### src/rtl/ibex_instr_tcm_bridge.sv
// Bridges the prefetch buffer's req/gnt/rvalid instruction port onto a shared fixed-latency TCM.
// Fetches outside the TCM window get a local error response that keeps its place in the response order.
module ibex_instr_tcm_bridge #(
    parameter logic [31:0] TcmBase        = 32'h0010_0000,
    parameter logic [31:0] TcmSize        = 32'h0001_0000,
    parameter int unsigned ReadLatency    = 1,
    parameter int unsigned MaxOutstanding = 2,
    parameter bit          ResetAll       = 1'b0,
    localparam int unsigned WinW          = $clog2(TcmSize),
    localparam int unsigned SramAw        = WinW - 2
) (
    input  logic              clk_i,
    input  logic              rst_ni,

    input  logic              instr_req_i,
    output logic              instr_gnt_o,
    input  logic [31:0]       instr_addr_i,
    output logic              instr_rvalid_o,
    output logic [31:0]       instr_rdata_o,
    output logic              instr_err_o,

    output logic              sram_req_o,
    input  logic              sram_gnt_i,
    output logic [SramAw-1:0] sram_addr_o,
    input  logic [31:0]       sram_rdata_i,

    output logic              busy_o
);

    localparam int unsigned     CntW   = $clog2(MaxOutstanding + 1);
    localparam logic [CntW-1:0] CntMax = CntW'(MaxOutstanding);

    logic [CntW-1:0]        cnt_q, cnt_d;
    logic [ReadLatency-1:0] vld_q, vld_d;
    logic [ReadLatency-1:0] err_q, err_d;
    logic                   in_win;
    logic                   can_issue;
    logic                   grant;
    logic                   rvalid;
    logic                   rerr;

    assign in_win    = instr_addr_i[31:WinW] == TcmBase[31:WinW];
    // Registered count only: a slot freed by this cycle's rvalid becomes usable next cycle.
    assign can_issue = cnt_q < CntMax;

    assign sram_req_o  = instr_req_i & in_win & can_issue;
    assign sram_addr_o = instr_addr_i[WinW-1:2];
    assign grant       = in_win ? (sram_req_o & sram_gnt_i) : (instr_req_i & can_issue);
    assign instr_gnt_o = grant;

    assign rvalid         = vld_q[ReadLatency-1];
    assign rerr           = err_q[ReadLatency-1];
    assign instr_rvalid_o = rvalid;
    assign instr_err_o    = rvalid & rerr;
    assign instr_rdata_o  = (rvalid & ~rerr) ? sram_rdata_i : 32'h0;

    assign busy_o = (cnt_q != '0) | instr_req_i;

    // Error responses travel the same pipe as SRAM reads so ordering needs no extra tracking.
    if (ReadLatency > 1) begin : g_shift
        assign vld_d = {vld_q[ReadLatency-2:0], grant};
        assign err_d = {err_q[ReadLatency-2:0], ~in_win};
    end else begin : g_single
        assign vld_d = grant;
        assign err_d = ~in_win;
    end

    always_comb begin
        cnt_d = cnt_q;
        if (grant && !rvalid) begin
            cnt_d = cnt_q + CntW'(1);
        end else if (!grant && rvalid) begin
            cnt_d = cnt_q - CntW'(1);
        end
    end

    always_ff @(posedge clk_i or negedge rst_ni) begin
        if (!rst_ni) begin
            cnt_q <= '0;
            vld_q <= '0;
        end else begin
            cnt_q <= cnt_d;
            vld_q <= vld_d;
        end
    end

    // The err bits are only ever observed qualified by a valid bit, so their reset is optional.
    if (ResetAll) begin : g_err_rst
        always_ff @(posedge clk_i or negedge rst_ni) begin
            if (!rst_ni) begin
                err_q <= '0;
            end else begin
                err_q <= err_d;
            end
        end
    end else begin : g_err_norst
        always_ff @(posedge clk_i) begin
            err_q <= err_d;
        end
    end

    a_rvalid_cnt: assert property (@(posedge clk_i) disable iff (!rst_ni)
        rvalid |-> (cnt_q != '0));
    a_cnt_max: assert property (@(posedge clk_i) disable iff (!rst_ni)
        cnt_q <= CntMax);
    a_addr_aligned: assert property (@(posedge clk_i) disable iff (!rst_ni)
        instr_req_i |-> (instr_addr_i[1:0] == 2'b00));
    a_lat_range: assert property (@(posedge clk_i)
        (ReadLatency >= 1) && (ReadLatency <= 3));

endmodule
### config.mk
export PLATFORM = sky130hd
export DESIGN_NAME = ibex_instr_tcm_bridge
export DESIGN_NICKNAME = d
export VERILOG_FILES = /design/src/rtl/ibex_instr_tcm_bridge.sv
export SDC_FILE = /design/constraint.sdc
export NUM_CORES = 1
export LEC_CHECK = 0
export CAP_MARGIN = 20
export CORE_ASPECT_RATIO = 0.5
export CORE_MARGIN = 2
export CORE_UTILIZATION = 18
export DETAILED_ROUTE_END_ITERATION = 8
export MAX_ROUTING_LAYER = met4
export PLACE_DENSITY = 0.76
export SYNTH_ARGS = -nofsm -noshare
export SYNTH_HDL_FRONTEND = slang
export SYNTH_SLANG_ARGS = --single-unit
### constraint.sdc
create_clock -name clk_i -period 1.5 [get_ports clk_i]
set_input_delay 0.3 -clock clk_i [delete_from_list [all_inputs] [get_ports clk_i]]
set_output_delay 0.3 -clock clk_i [all_outputs]
set_load 0.05 [all_outputs]
==> impl_results.md, run 1 <==
* Yosys warnings at 0
* Status: finished, violations left
* Area after DPL at 1880 sq um
* Nets at 229
* Cell Area, Synth at 557 sq um
* # rows at 14
* DRC viols at 0
* Chip height at 43.3 um
* Largest net degree at the start of global routing at 10
* Min Tclk post-route at 1.60 ns
* Finished Layout Cells at 199
* Setup slack after layout at -0.101 ns
* Die area at 3580 sq um
* Pre-CTS setup slack at -0.602 ns
* Worst slew pin tran at 0.219 ns
* CTS Root Cell: clkbuf_8
* Fraction of layout cells with a size suffix above 1 at 70.4%
* Pre-antenna DRT Iters at 3
* 1st-iter DRT viols at 22
* Dpl cells at 186
* CTS sink cnt at 4
* Drt wl/cell at 14.6 um
* Clk_lat worst skew at 0.22 ns
* Post-DRT Antenna Nets at 0
* Critical-path maximum fanout at 9
* Power density over cell area at 538 nW/um^2
* Setup TNS at -2.71 ns
* Gr usage total at 17.4%
* Worst-path clk slew at 0.04 ns
* CTS tree: yes
* Tcrit/Tclk final at 107%
* CP Data Arrival Time at 1.30 ns
* Initial Util at 18.7%
* Hold buffer count at CTS at 0
* Total wire length at 2.91 mm
* Kind of critical path: reg -> out
* Via density at 4.01
* Hold Fails Final Rpt at 0
* Mapped Cells at 70
* Avg Cell Area, Syn at 7.95 sq um
* FMAX at 625 MHz
* Max_cap viols at 0
* First-pass GRT wire length at 4.49 mm
* Port-buffer cells at 88
* Final Cell Area at 2030 sq um
* Startpoint types: flip-flop
* Leakage Power at 0.851 nW
* Cts bufs inserted at 3
* # diodes at 0
* Final Core Density at 68.0%
* Final setup violation count at 34
* Skew final at 0.00369 ns
* Ports at 119
* DR vias at 798
* H-tree Lvls at 1
* Clock buffer depth at 2
* Post-DP HPWL at 2.28 mm
* GP Congestion at 0.723
* Violated checks: setup timing
* Worst rel slew slack at 85.4%
* Hold Crit Class: in -> async
* Initial antenna violation count at 0
* Synth cell types at 16
* Core area at 2980 sq um
* FF+latch count, synth at 4
* Number of global-route vias before repair at 863
* Grt ovf at 0
* Die width at 82.7 um
* Max Slew Vio Count at 0
* RSZ-0062 raised after global routing: yes
* Peak supply drop at 0.368 mV
* Sequential area share after synthesis at 17.1%
* Area growth, synth to finish at 264%
* Critical path capture point type: output pin
* Required @ worst endpoint at 1.20 ns
* Syn_nets at 139
==> cell type report <==
cell class                      instances  area (sq um)
Timing Repair Buffer                  102          1340
Inverter                                1          3.75
Tap cell                               40          50.0
Sequential cell                         4          96.3
Fill cell                             210           952
Clock buffer                            4          45.0
Multi-Input combinational cell         48           489
==> worst max-delay path: stages, from the launching register on <==
cell and delay [ns]:
dfrtp_2 0.37, inv_2 0.06, nor2_4 0.19, buf_6 0.17, and2_4 0.16, buf_12 0.13
==> per-stage QoR <==
| step | power, W | hold slack [ns] |
|---|---|---|
| finish | 0.00109 | 0.269 |
| global route | 0.00115 | 0.277 |
| CTS | 0.00105 | 0.266 |
| detailed placement | 0.000733 | 0.477 |
| global placement | 0.000720 | 0.472 |
| floorplan | 0.000537 | 0.00441 |
==> final timing paths <==
check                                         startpoint                       end  slack [ns]  cells past startpoint
min in group clk_i                      instr_addr_i[22]             err_q$_DFF_P_        0.47                      4
worst max register to register  instr_rvalid_o$_DFF_PN0_      cnt_q[1]$_DFFE_PN0P_        0.10                      8
max in group asynchronous                         rst_ni  instr_rvalid_o$_DFF_PN0_        1.06                      1
worst max-delay path            instr_rvalid_o$_DFF_PN0_         instr_rdata_o[15]       -0.10                      5
worst min-delay path                              rst_ni      cnt_q[0]$_DFFE_PN0P_        0.27                      1
worst min register to register      cnt_q[1]$_DFFE_PN0P_      cnt_q[1]$_DFFE_PN0P_        0.48                      1
==> placed cells by master, fill, tap and decap left out, types with 2 or more instances in the layout <==
master	instances
clkdlybuf4s15_2	2
buf_6	13
buf_2	5
clkbuf_8	3
nor2_4	2
buf_4	9
dfrtp_1	2
buf_12	35
clkdlybuf4s50_1	34
and2_4	33
nor4_4	3
xor2_1	2
==> routing by layer <==
metal,track usage (%),up-vias,part of all wire [%]
met5,-,-,0
met3,5.32,2,5.2
met2,33.1,33,60
met1,17.9,378,34
met4,3.28,0,0.82
li1,-,385,-
==> state kept, by name, indices dropped and copies added (netlist names) <==
name / flops
err_q: 1
cnt_q: 2
instr_rvalid_o: 1
==> Yosys cell counts <==
library cell | instances | share of area (%)
nand4_1 | 1 | 1.1
nand2b_1 | 1 | 1.1
ha_1 | 1 | 2.2
xnor2_1 | 1 | 1.6
dfrtp_1 | 3 | 13
dfxtp_1 | 1 | 3.6
buf_4 | 14 | 19
nor4b_2 | 1 | 2.7
or3_1 | 1 | 1.1
xor2_1 | 2 | 3.1
nor2_1 | 3 | 2.0
and2_1 | 33 | 37
o21ba_1 | 1 | 1.8
inv_1 | 1 | 0.67
nor4_2 | 3 | 6.7
clkbuf_2 | 3 | 2.7
==> repair_timing <==
action                                  4_1_cts  5_1_grt
pin swaps                                    23        3
gates cloned                                  3        0
endpoints found under the setup margin       37       35
gates resized for setup                      81        4
hold endpoints to repair                      0        0
buffers inserted                              4        2
==> power by group <==
| group | internal [W] | leakage (nW) | switching (W) |
|---|---|---|---|
| registers | 0.000149 | 0.0430 | 0.0000262 |
| logic | 0.000384 | 0.786 | 0.000282 |
| clock network | 0.000182 | 0.0228 | 0.0000666 |
==> cell families (layout without fill, tap and decap cells) <==
| family | after synthesis | count (layout) | synth area share [%] |
|---|---|---|---|
| flip-flops | 4 | 4 | 17.1 |
| AND/OR/NAND/NOR | 43 | 43 | 51.9 |
| AO/OA/AOI/OAI | 1 | 1 | 1.80 |
| adder cells (fa/ha/maj) | 1 | 1 | 2.25 |
| XOR/XNOR | 3 | 3 | 4.72 |
| buffers and inverters | 18 | 107 | 22.2 |
Power figures use the tool's default switching activity.
==> run 2, diff against run 1 <==
- SETUP_SLACK_MARGIN: default -> 0.5
==> run 2 against run 1 <==
Sequential share of layout area shrank 0.12 points. Core utilization grew 1.8 points. First-iteration DRC count shrank 14%. Setup slack lost 0.025 ns. Critical endpoint is now sram_req_o. Flip-flop and latch count is the same. The run still ends with setup timing left. Register-to-register slack is essentially flat. Sequential power is essentially flat. Total power grew 7.0%.
==> impl_results.md, run 2 (synthesis gave the netlist of run 1 again) <==
* Status: finished, violations left
* Violated checks: setup timing
* Worst slew pin tran at 0.263 ns (+0.0443 ns)
* Pre-antenna DRT Iters at 4 (+1)
* Leakage Power at 0.867 nW (+1.8%)
* Total net switching power at 0.000399 W (+6.4%)
* Commonest non-fill, non-tap cell in the layout: buf_12
* Hold Fails Final Rpt at 0 (unchanged)
* Largest net degree at the start of global routing at 17 (+7)
* Drt wl/cell at 16.5 um (+13%)
* Post-DP HPWL at 2.28 mm (about the same)
* H-tree Lvls at 1 (unchanged)
* Initial antenna violation count at 0 (unchanged)
* Core area at 2980 sq um (unchanged)
* Area growth, synth to finish at 273%
* Required @ worst endpoint at 1.20 ns (about the same)
* RSZ-0062 raised after global routing: yes
* Max_cap viols at 0 (unchanged)
* Max reg flops at 2 (unchanged)
* Worst rel slew slack at 82.4% (-2.9 points)
* Multi-input logic area at 505 sq um (+3.3%)
* Clock share of power at 21.1% (-1.7 points)
* DR vias at 841 (+5.4%)
* DRC viols at 0 (unchanged)
* Critical-path maximum fanout at 2 (-7)
* Ports at 119 (unchanged)
* Min Tclk post-route at 1.63 ns (+0.0248 ns)
* Biggest register: cnt_q
* Comb pwr share at 63.6% (+2.5 points)
* Filler cells at 196 (-6.7%)
* Die width at 82.7 um (unchanged)
* Fraction of layout cells with a size suffix above 1 at 70.8% (+0.37 points)
* Startpoint types: primary input
* Number of global-route vias before repair at 937 (+8.6%)
* Min Hold Slack at 0.270 ns (+0.00130 ns)
* CTS Root Cell: clkbuf_8
* Power Total at 0.00117 W (+7.0%)
* FMAX at 615 MHz (-1.5%)
* Hold buffer count at CTS at 0 (unchanged)
* Nets at 231 (+0.87%)
* Cts bufs inserted at 3 (unchanged)
* Gr usage total at 19.7% (+2.3 points)
* CTS sink cnt at 4 (unchanged)
* Clk_lat worst skew at 0.22 ns (about the same)
* # diodes at 0 (unchanged)
* Setup TNS at -1.30 ns (+1.41 ns)
* Final setup violation count at 35 (+2.9%)
* Max Slew Vio Count at 0 (unchanged)
* Die area at 3580 sq um (unchanged)
* Initial Util at 18.7% (unchanged)
* Tcrit/Tclk final at 108% (+1.7 points)
* # rows at 14 (unchanged)
* Skew final at 0.00520 ns (+0.00151 ns)
* Seq pwr share at 15.3% (-0.7 points)
* Worst-path clk slew at 0.04 ns (about the same)
* GP Congestion at 0.683 (-5.6%)
* Switching Share at 34.2% (-0.17 points)
* Setup slack after layout at -0.125 ns (-0.0248 ns)
* Critical path capture point type: output pin
* CTS tree: yes
* Most frequent cells in the layout: 36 x buf_12, 34 x clkdlybuf4s50_1, 33 x and2_4
* Via density at 4.18 (+4.3%)
* Kind of critical path: in -> out
* Clock buffer depth at 2 (unchanged)
* CP Data Arrival Time at 1.33 ns (+0.03 ns)
* Port-buffer cells at 88 (unchanged)
* Grt ovf at 0 (unchanged)
* Post-DRT Antenna Nets at 0 (unchanged)
* Register area at 96.3 sq um (unchanged)
* Power density over cell area at 561 nW/um^2 (+4.3%)
* Hold Crit Class: in -> async
* Total wire length at 3.31 mm (+14%)
* 1st-iter DRT viols at 19 (-14%)
* Chip height at 43.3 um (unchanged)
* Peak supply drop at 0.409 mV (+11%)
* Cell internal pwr at 0.000768 W (+7.2%)
* First-pass GRT wire length at 4.88 mm (+8.6%)
==> run 2: final timing paths <==
check,startpoint,slack (ns),endpoint,cells past startpoint
setup / recovery,instr_addr_i[29],-0.13,sram_req_o,6
hold / removal,rst_ni,0.27,cnt_q[1]$_DFFE_PN0P_,1
setup reg to reg,cnt_q[1]$_DFFE_PN0P_,0.11,cnt_q[1]$_DFFE_PN0P_,6
hold reg to reg,cnt_q[1]$_DFFE_PN0P_,0.57,cnt_q[1]$_DFFE_PN0P_,2
max in group asynchronous,rst_ni,1.06,instr_rvalid_o$_DFF_PN0_,1
min in group clk_i,instr_addr_i[22],0.49,err_q$_DFF_P_,4
==> run 2: final cells by class <==
cell class	count	share of cell area [%]
multi-input cells	49	24.3
clock buffers	4	2.17
flip-flops and latches	4	4.64
inverters	1	0.301
well taps	40	2.41
repair buffers	103	66.2
==> run 2: per-stage QoR <==
stage / instances / setup WS (ns) / util (%) / cell area [sq um]
global route: 201 / -0.224 / 69.8 / 2080
finish: 201 / -0.125 / 69.8 / 2080
floorplan: 70 / -0.160 / - / 721
global placement: 185 / -0.553 / 63.2 / 1880
detailed placement: 185 / -0.614 / 63.2 / 1880
CTS: 199 / -0.0422 / 68.4 / 2040
==> run 2: power by group through the flow <==
stage	registers [W]	logic, W	clock network (W)
3_5_place_dp	0.000182	0.000573	0
6_report	0.000178	0.000742	0.000246
5_1_grt	0.000182	0.000785	0.000262
2_1_floorplan	0.000204	0.000345	0
4_1_cts	0.000172	0.000677	0.000254
3_3_place_gp	0.000181	0.000562	0
==> run 2: routing by layer <==
metal | GRT usage [%] | vias up | wire length, um
li1 | - | 389 | -
met3 | 4.89 | 14 | 264
met1 | 17.4 | 391 | 1080
met4 | 12.1 | 0 | 161
met5 | - | - | 0
met2 | 37.6 | 47 | 1800
==> run 2: worst max-delay path, cell delays in order <==
cell,delay [ns]
buf_2,0.12
nor4_4,0.29
nand4_1,0.18
buf_4,0.19
nor2_4,0.10
buf_12,0.14
==> run 2: timing repair <==
action | 4_1_cts | 5_1_grt
setup buffers | 9 | 2
endpoints found under the setup margin | 41 | 41
gates resized for setup | 78 | 7
gates cloned | 1 | 0
pin swaps | 12 | 2
==> run 3, diff against run 2 <==
- HOLD_SLACK_MARGIN: default -> 0.02
==> results of run 3 <==
No change in the layout: final DEF, timing and power equal those of run 2.
